$ cat config.mk
export PLATFORM = sky130hd
export DESIGN_NAME = mmu_array_param
export DESIGN_NICKNAME = d
export VERILOG_FILES = /design/src/rtl/mmu_array_param.sv
export SDC_FILE = /design/constraint.sdc
export NUM_CORES = 2
export LEC_CHECK = 0
export ABC_AREA = 1
export BUFFER_PORTS_ARGS = -buffer_cell sky130_fd_sc_hd__buf_2
export CORE_MARGIN = 1
export CORE_UTILIZATION = 50
export DETAILED_ROUTE_END_ITERATION = 6
export GPL_ROUTABILITY_DRIVEN = 0
export GPL_TIMING_DRIVEN = 1
export PLACE_DENSITY = 0.66
export SLEW_MARGIN = 10
export SYNTH_ARGS = -nofsm -noshare
export SYNTH_HDL_FRONTEND = slang
export SYNTH_SLANG_ARGS = --single-unit
$ cat constraint.sdc
create_clock -name clk -period 38.9 [get_ports clk]
set_input_delay 7.78 -clock clk [delete_from_list [all_inputs] [get_ports clk]]
set_output_delay 7.78 -clock clk [all_outputs]
set_load 0.03 [all_outputs]
$ cat src/rtl/mmu_array_param.sv
// mmu_array_param: parametrised N x N weight-stationary systolic matrix-multiply unit
// Ports:
//   clk, rst           clock (rising edge), asynchronous active-high reset
//   wt_valid/wt_ready  weight row handshake; wt_row carries row r, column j at [j*DW +: DW]
//   data_valid/ready   input vector handshake; data_vec element i at [i*DW +: DW]
//   out_valid          one-cycle pulse per result, 2*N cycles after the accepting edge
//   acc_out            result vector, element j at [j*AW +: AW], held until next out_valid
//   weights_loaded     full weight matrix resident
//   busy               weight load in progress or vectors in flight
// Build option: define MMU_SIGNED_EN for two's-complement signed operands and results.
module mmu_array_param #(
    parameter int N  = 4,
    parameter int DW = 8,
    parameter int AW = 32
) (
    input  logic            clk,
    input  logic            rst,
    input  logic            wt_valid,
    output logic            wt_ready,
    input  logic [N*DW-1:0] wt_row,
    input  logic            data_valid,
    output logic            data_ready,
    input  logic [N*DW-1:0] data_vec,
    output logic            out_valid,
    output logic [N*AW-1:0] acc_out,
    output logic            weights_loaded,
    output logic            busy
);
    localparam int RW = $clog2(N);
    localparam int CW = $clog2(2 * N + 1);

    typedef enum logic [1:0] {IDLE, LOAD, RUN} state_t;

    state_t          state, state_nxt;
    logic [RW-1:0]   row, row_nxt, wr;
    logic [CW-1:0]   cnt;
    logic [2*N-1:0]  vp;
    logic            wt_acc, d_acc, last;
    logic [DW-1:0]   w [N][N];
    logic [DW-1:0]   in_reg [N];
    logic [DW-1:0]   s_row [N];
    logic [DW-1:0]   dr [N][N-1];
    logic [DW-1:0]   din [N][N];
    logic [AW-1:0]   ps [N][N];
    logic [AW-1:0]   pin [N][N];
    logic [AW-1:0]   col [N];

    function automatic logic [AW-1:0] mul(input logic [DW-1:0] a, input logic [DW-1:0] b);
`ifdef MMU_SIGNED_EN
        return AW'($signed(a)) * AW'($signed(b));
`else
        return AW'(a) * AW'(b);
`endif
    endfunction

    // A data accept in RUN with an empty pipeline wins over a weight beat.
    always_comb begin
        wt_ready   = state != RUN || (cnt == '0 && !data_valid);
        data_ready = state == RUN;
        busy       = state == LOAD || cnt != '0;
        wt_acc     = wt_valid && wt_ready;
        d_acc      = data_valid && data_ready;
        last       = row == RW'(N - 1);
        wr         = state == LOAD ? row : '0;
        state_nxt  = state;
        row_nxt    = row;
        if (wt_acc) begin
            state_nxt = state != LOAD ? LOAD : (last ? RUN : LOAD);
            row_nxt   = state != LOAD ? RW'(1) : (last ? '0 : row + RW'(1));
        end
    end

    always_ff @(posedge clk or posedge rst)
        if (rst) begin
            state <= IDLE;
            row   <= '0;
        end else begin
            state <= state_nxt;
            row   <= row_nxt;
        end

    always_ff @(posedge clk or posedge rst)
        if (rst) begin
            cnt            <= '0;
            vp             <= '0;
            out_valid      <= 1'b0;
            weights_loaded <= 1'b0;
            acc_out        <= '0;
        end else begin
            cnt       <= d_acc && !out_valid ? cnt + CW'(1) : (!d_acc && out_valid ? cnt - CW'(1) : cnt);
            vp        <= {vp[2*N-2:0], d_acc};
            out_valid <= vp[2*N-1];
            if (wt_acc)
                weights_loaded <= state == LOAD && last;
            if (vp[2*N-1])
                for (int j = 0; j < N; j++)
                    acc_out[j*AW +: AW] <= col[j];
        end

    // PE inputs: data enters row i from the skew stage and moves right;
    // partial sums start at zero on row 0 and move down.
    always_comb begin
        for (int i = 0; i < N; i++) begin
            din[i][0] = s_row[i];
            for (int j = 1; j < N; j++)
                din[i][j] = dr[i][j-1];
        end
        for (int j = 0; j < N; j++) begin
            pin[0][j] = '0;
            for (int i = 1; i < N; i++)
                pin[i][j] = ps[i-1][j];
        end
    end

    // in_reg loads zero on idle cycles so unaccepted inputs never enter the array.
    always_ff @(posedge clk or posedge rst)
        if (rst) begin
            for (int i = 0; i < N; i++) begin
                in_reg[i] <= '0;
                for (int j = 0; j < N; j++) begin
                    w[i][j]  <= '0;
                    ps[i][j] <= '0;
                end
                for (int j = 0; j < N - 1; j++)
                    dr[i][j] <= '0;
            end
        end else begin
            for (int i = 0; i < N; i++) begin
                in_reg[i] <= d_acc ? data_vec[i*DW +: DW] : '0;
                for (int j = 0; j < N; j++) begin
                    if (wt_acc && wr == RW'(i))
                        w[i][j] <= wt_row[j*DW +: DW];
                    ps[i][j] <= pin[i][j] + mul(din[i][j], w[i][j]);
                end
                for (int j = 0; j < N - 1; j++)
                    dr[i][j] <= din[i][j];
            end
        end

    genvar i, j;
    for (i = 0; i < N; i++) begin : g_skew
        if (i == 0) begin : g_d
            assign s_row[i] = in_reg[0];
        end else begin : g_d
            logic [DW-1:0] sr [1:i];
            always_ff @(posedge clk or posedge rst)
                if (rst) begin
                    for (int k = 1; k <= i; k++)
                        sr[k] <= '0;
                end else begin
                    sr[1] <= in_reg[i];
                    for (int k = 2; k <= i; k++)
                        sr[k] <= sr[k-1];
                end
            assign s_row[i] = sr[i];
        end
    end

    // Column j leaves the array j cycles after column 0; delay it N-1-j to realign.
    for (j = 0; j < N; j++) begin : g_deskew
        if (j == N - 1) begin : g_d
            assign col[j] = ps[N-1][j];
        end else begin : g_d
            logic [AW-1:0] sr [1:N-1-j];
            always_ff @(posedge clk or posedge rst)
                if (rst) begin
                    for (int k = 1; k <= N - 1 - j; k++)
                        sr[k] <= '0;
                end else begin
                    sr[1] <= ps[N-1][j];
                    for (int k = 2; k <= N - 1 - j; k++)
                        sr[k] <= sr[k-1];
                end
            assign col[j] = sr[N-1-j];
        end
    end
endmodule
==> results by group <==
Finish
  – Final cell count without fillers: a little under 10000
  – Nets@finish: 9527
  – Share of layout cells above drive strength 1: 6.28%
  – Largest register FFs: 204
  – Inserted Diodes: 0
  – Area grow syn2layout: 6.82%

Setup path
  – Most Frequent Cell on Critical Path: buf_2
  – Crit path kind: in -> out
  – Slowest cell delay on critical path: about 0.23 ns
  – Crit path DAT: between 8 and 9 ns
  – CP Launch Type: primary input
  – Element type at the critical path end: primary output
  – Buf/Inv on CP: 3
  – Critical-path top delay cell: buf_2
  – Largest delay share family, worst path: buffers and inverters
  – Worst-path cell chain: buf_2 > inv_1 > nand3_2 > nand2_2 > buf_2
  – CP max FO: 4
  – Required time worst endpoint: ~31 ns

Global routing
  – Met3 GRT Util: approximately 2.4%
  – First-pass GRT wire length: between 200 and 250 mm
  – Met2 Use GR: between 30% and 40%
  – Vias in the first global route: 48400
  – Largest net degree at the start of global routing: approximately 160
  – Initial antenna violation count: 0
  – Met1 usage: 28.1%
  – Total gr overflow: 0
  – GR peak layer: met2
  – Gr usage total: a little over 20%

Synthesis
  – Register area share after synthesis: around 29%
  – Yosys warns: 0
  – Mean post-synth cell area: ~8.3 sq um
  – Post-synthesis async set-or-reset flop share: 100%
  – Post-synthesis cell type count: 40
  – Synth Instances: just over 8000
  – Post-synth EDFFs: 0
  – Flops & latches, synth: a little under 800
  – Mapped cell area: between 60000 and 70000 sq um
  – Prevailing post-synth register cell: dfrtp_1

Clock tree
  – Total CTS buffers: 87
  – Clock transition at the registers of the reported paths: ~0.06 ns
  – Post-CTS setup buffers: 0
  – Hold Buf Count CTS: 0
  – CTS resizes: 0
  – H-tree levels: 3
  – Root buf cell: clkbuf_16
  – CTS sink cnt: roughly 800
  – CTS tree: yes
  – Clock Latency Late Sink: 0.71 ns
  – Clock buffer depth: 3

Drt
  – Vias per cell: 4.69
  – TritonRoute pass-1 iters: 5
  – Drc violations: 0
  – Iteration-0 DRC Markers: 2840
  – Via Count: around 47000
  – DRT Wirelength: between 100 and 150 mm
  – Final antenna-violating net count: 0
  – Wire per inst: roughly 14 microns

Die
  – Site Rows: around 130
  – Die area: between 100000 and 150000 sq um
  – Chip Height: roughly 370 microns
  – Core Area: 134000 sq um
  – Die Wd: roughly 370 microns
  – Starting Density: about half
  – Ports: ~200

STA
  – Final hold slack: 0.332 ns
  – Fmax: a little over 60 MHz
  – Setup Skew: approximately 0.055 ns
  – Worst-Margin Slew: ~1.1 ns
  – Fin crit share: a little over two fifths
  – Post-layout worst setup margin: around 23 ns
  – Fin. max-slew vios: 0
  – Post-route setup TNS: 0 ns
  – RSZ-0062 raised after global routing: false
  – Final Hold Viols: 0
  – Rel. slew slack: 29.6%
  – Final worst path period need: between 15 and 20 ns
  – Setup Viol. Count Final: 0

Pwr
  – Power per cell area: roughly 42 nW/um^2
  – Design Power: between 3 and 4 mW
  – Leak: roughly 46 nW
  – Peak supply drop: ~0.035 mV

Place
  – Setup slack at placement: around 23 ns
  – DP HPWL: about 110 mm
  – Cell total after placement: 9773
  – IO Port Bufs: 148

Min path
  – Worst hold path type: reg -> reg

Run
  – Number of max-cap violations: 0

Run status
  – Outcome: complete, no violations
layout by cell type (no fill, tap or decap), drive strengths merged, types with 56 or more instances in the layout:
cell type / count
inv: 2493
nand2: 2153
dfrtp: 791
fa: 749
ha: 616
nor2: 278
buf: 161
nand3: 158
o21ai: 138
clkbuf: 117
a21oi: 110
mux2: 76
xor2: 58
xnor2: 56
final timing paths:
check | endpoint | depth (start not counted) | start | slack [ns]
max | wt_ready | 5 | data_valid | 22.66
min | g_deskew[0].g_d.sr[48] | 0 | g_deskew[0].g_d.sr[80] | 0.33
max reg2reg | pin[112] | 16 | din[63] | 34.69
min reg2reg | g_deskew[0].g_d.sr[48] | 0 | g_deskew[0].g_d.sr[80] | 0.33
max in group asynchronous | pin[330] | 5 | rst | 28.57
min in group asynchronous | vp[7] | 2 | rst | 7.26
synthesized netlist by cell type, types with 2 or more instances:
cell type	instances	share of area, %
xor2_1	58	0.75
dfrtp_1	791	29
ha_1	616	11
nor3_1	23	0.17
buf_1	16	0.089
nor2_4	2	0.033
inv_1	2484	14
o21bai_1	17	0.19
clkbuf_1	246	1.4
inv_2	2	0.011
a21o_1	4	0.044
nand4_4	3	0.094
buf_6	22	0.37
xnor2_1	56	0.72
or2_2	10	0.092
buf_2	5	0.037
nand3b_1	7	0.078
nand3_1	157	1.2
and2_1	5	0.046
mux2_2	76	1.3
nand2_2	2	0.018
nor2_2	2	0.018
nand4_1	49	0.45
nor2_1	273	1.5
a21oi_1	110	0.81
o21ai_1	24	0.18
o21ai_2	104	1.3
fa_1	749	22
buf_4	54	0.60
o21ai_0	10	0.074
nand2_1	2150	12
final cells by class:
cell class | instances | area, sq um
sequential | 791 | 19800
inverter | 2487 | 9340
clock buffer | 117 | 2450
fill | 12200 | 61600
tap | 1768 | 2210
clock inverter | 42 | 571
timing repair buffer | 161 | 851
multi-input combinational | 4566 | 37200
cells by family (layout without fill, tap and decap cells):
logic type | Yosys count | count (layout) | share of synthesized area [%]
buf+inv | 2830 | 2807 | 16.2
simple gates | 2687 | 2687 | 15.6
fa+ha+maj | 1365 | 1365 | 33.5
flops | 791 | 791 | 29.2
compound gates | 272 | 272 | 2.69
xor+xnor | 114 | 114 | 1.47
mux | 76 | 76 | 1.26
other cells | 1 | 52 | 0.00553
metal layers:
| metal | vias up | wire length, microns |
|---|---|---|
| li1 | 22900 | - |
| met1 | 22700 | 62000 |
| met2 | 811 | 64500 |
| met3 | 175 | 5340 |
| met4 | 0 | 2870 |
| met5 | - | 0 |
metrics by stage:
step	area [sq um]	util [%]
after floorplan	68000	-
after global placement	69400	51.8
after detailed placement	69400	51.8
after CTS	72400	54.1
after global routing	72400	54.1
final	72400	54.1
power by group:
part | switching, mW | internal (mW) | leakage (nW)
Sequential | 0.286 | 1.02 | 10.7
Combinational | 0.535 | 0.340 | 34.0
Clock | 0.351 | 0.502 | 1.44
No activity file was read; power rests on OpenSTA's default activity.
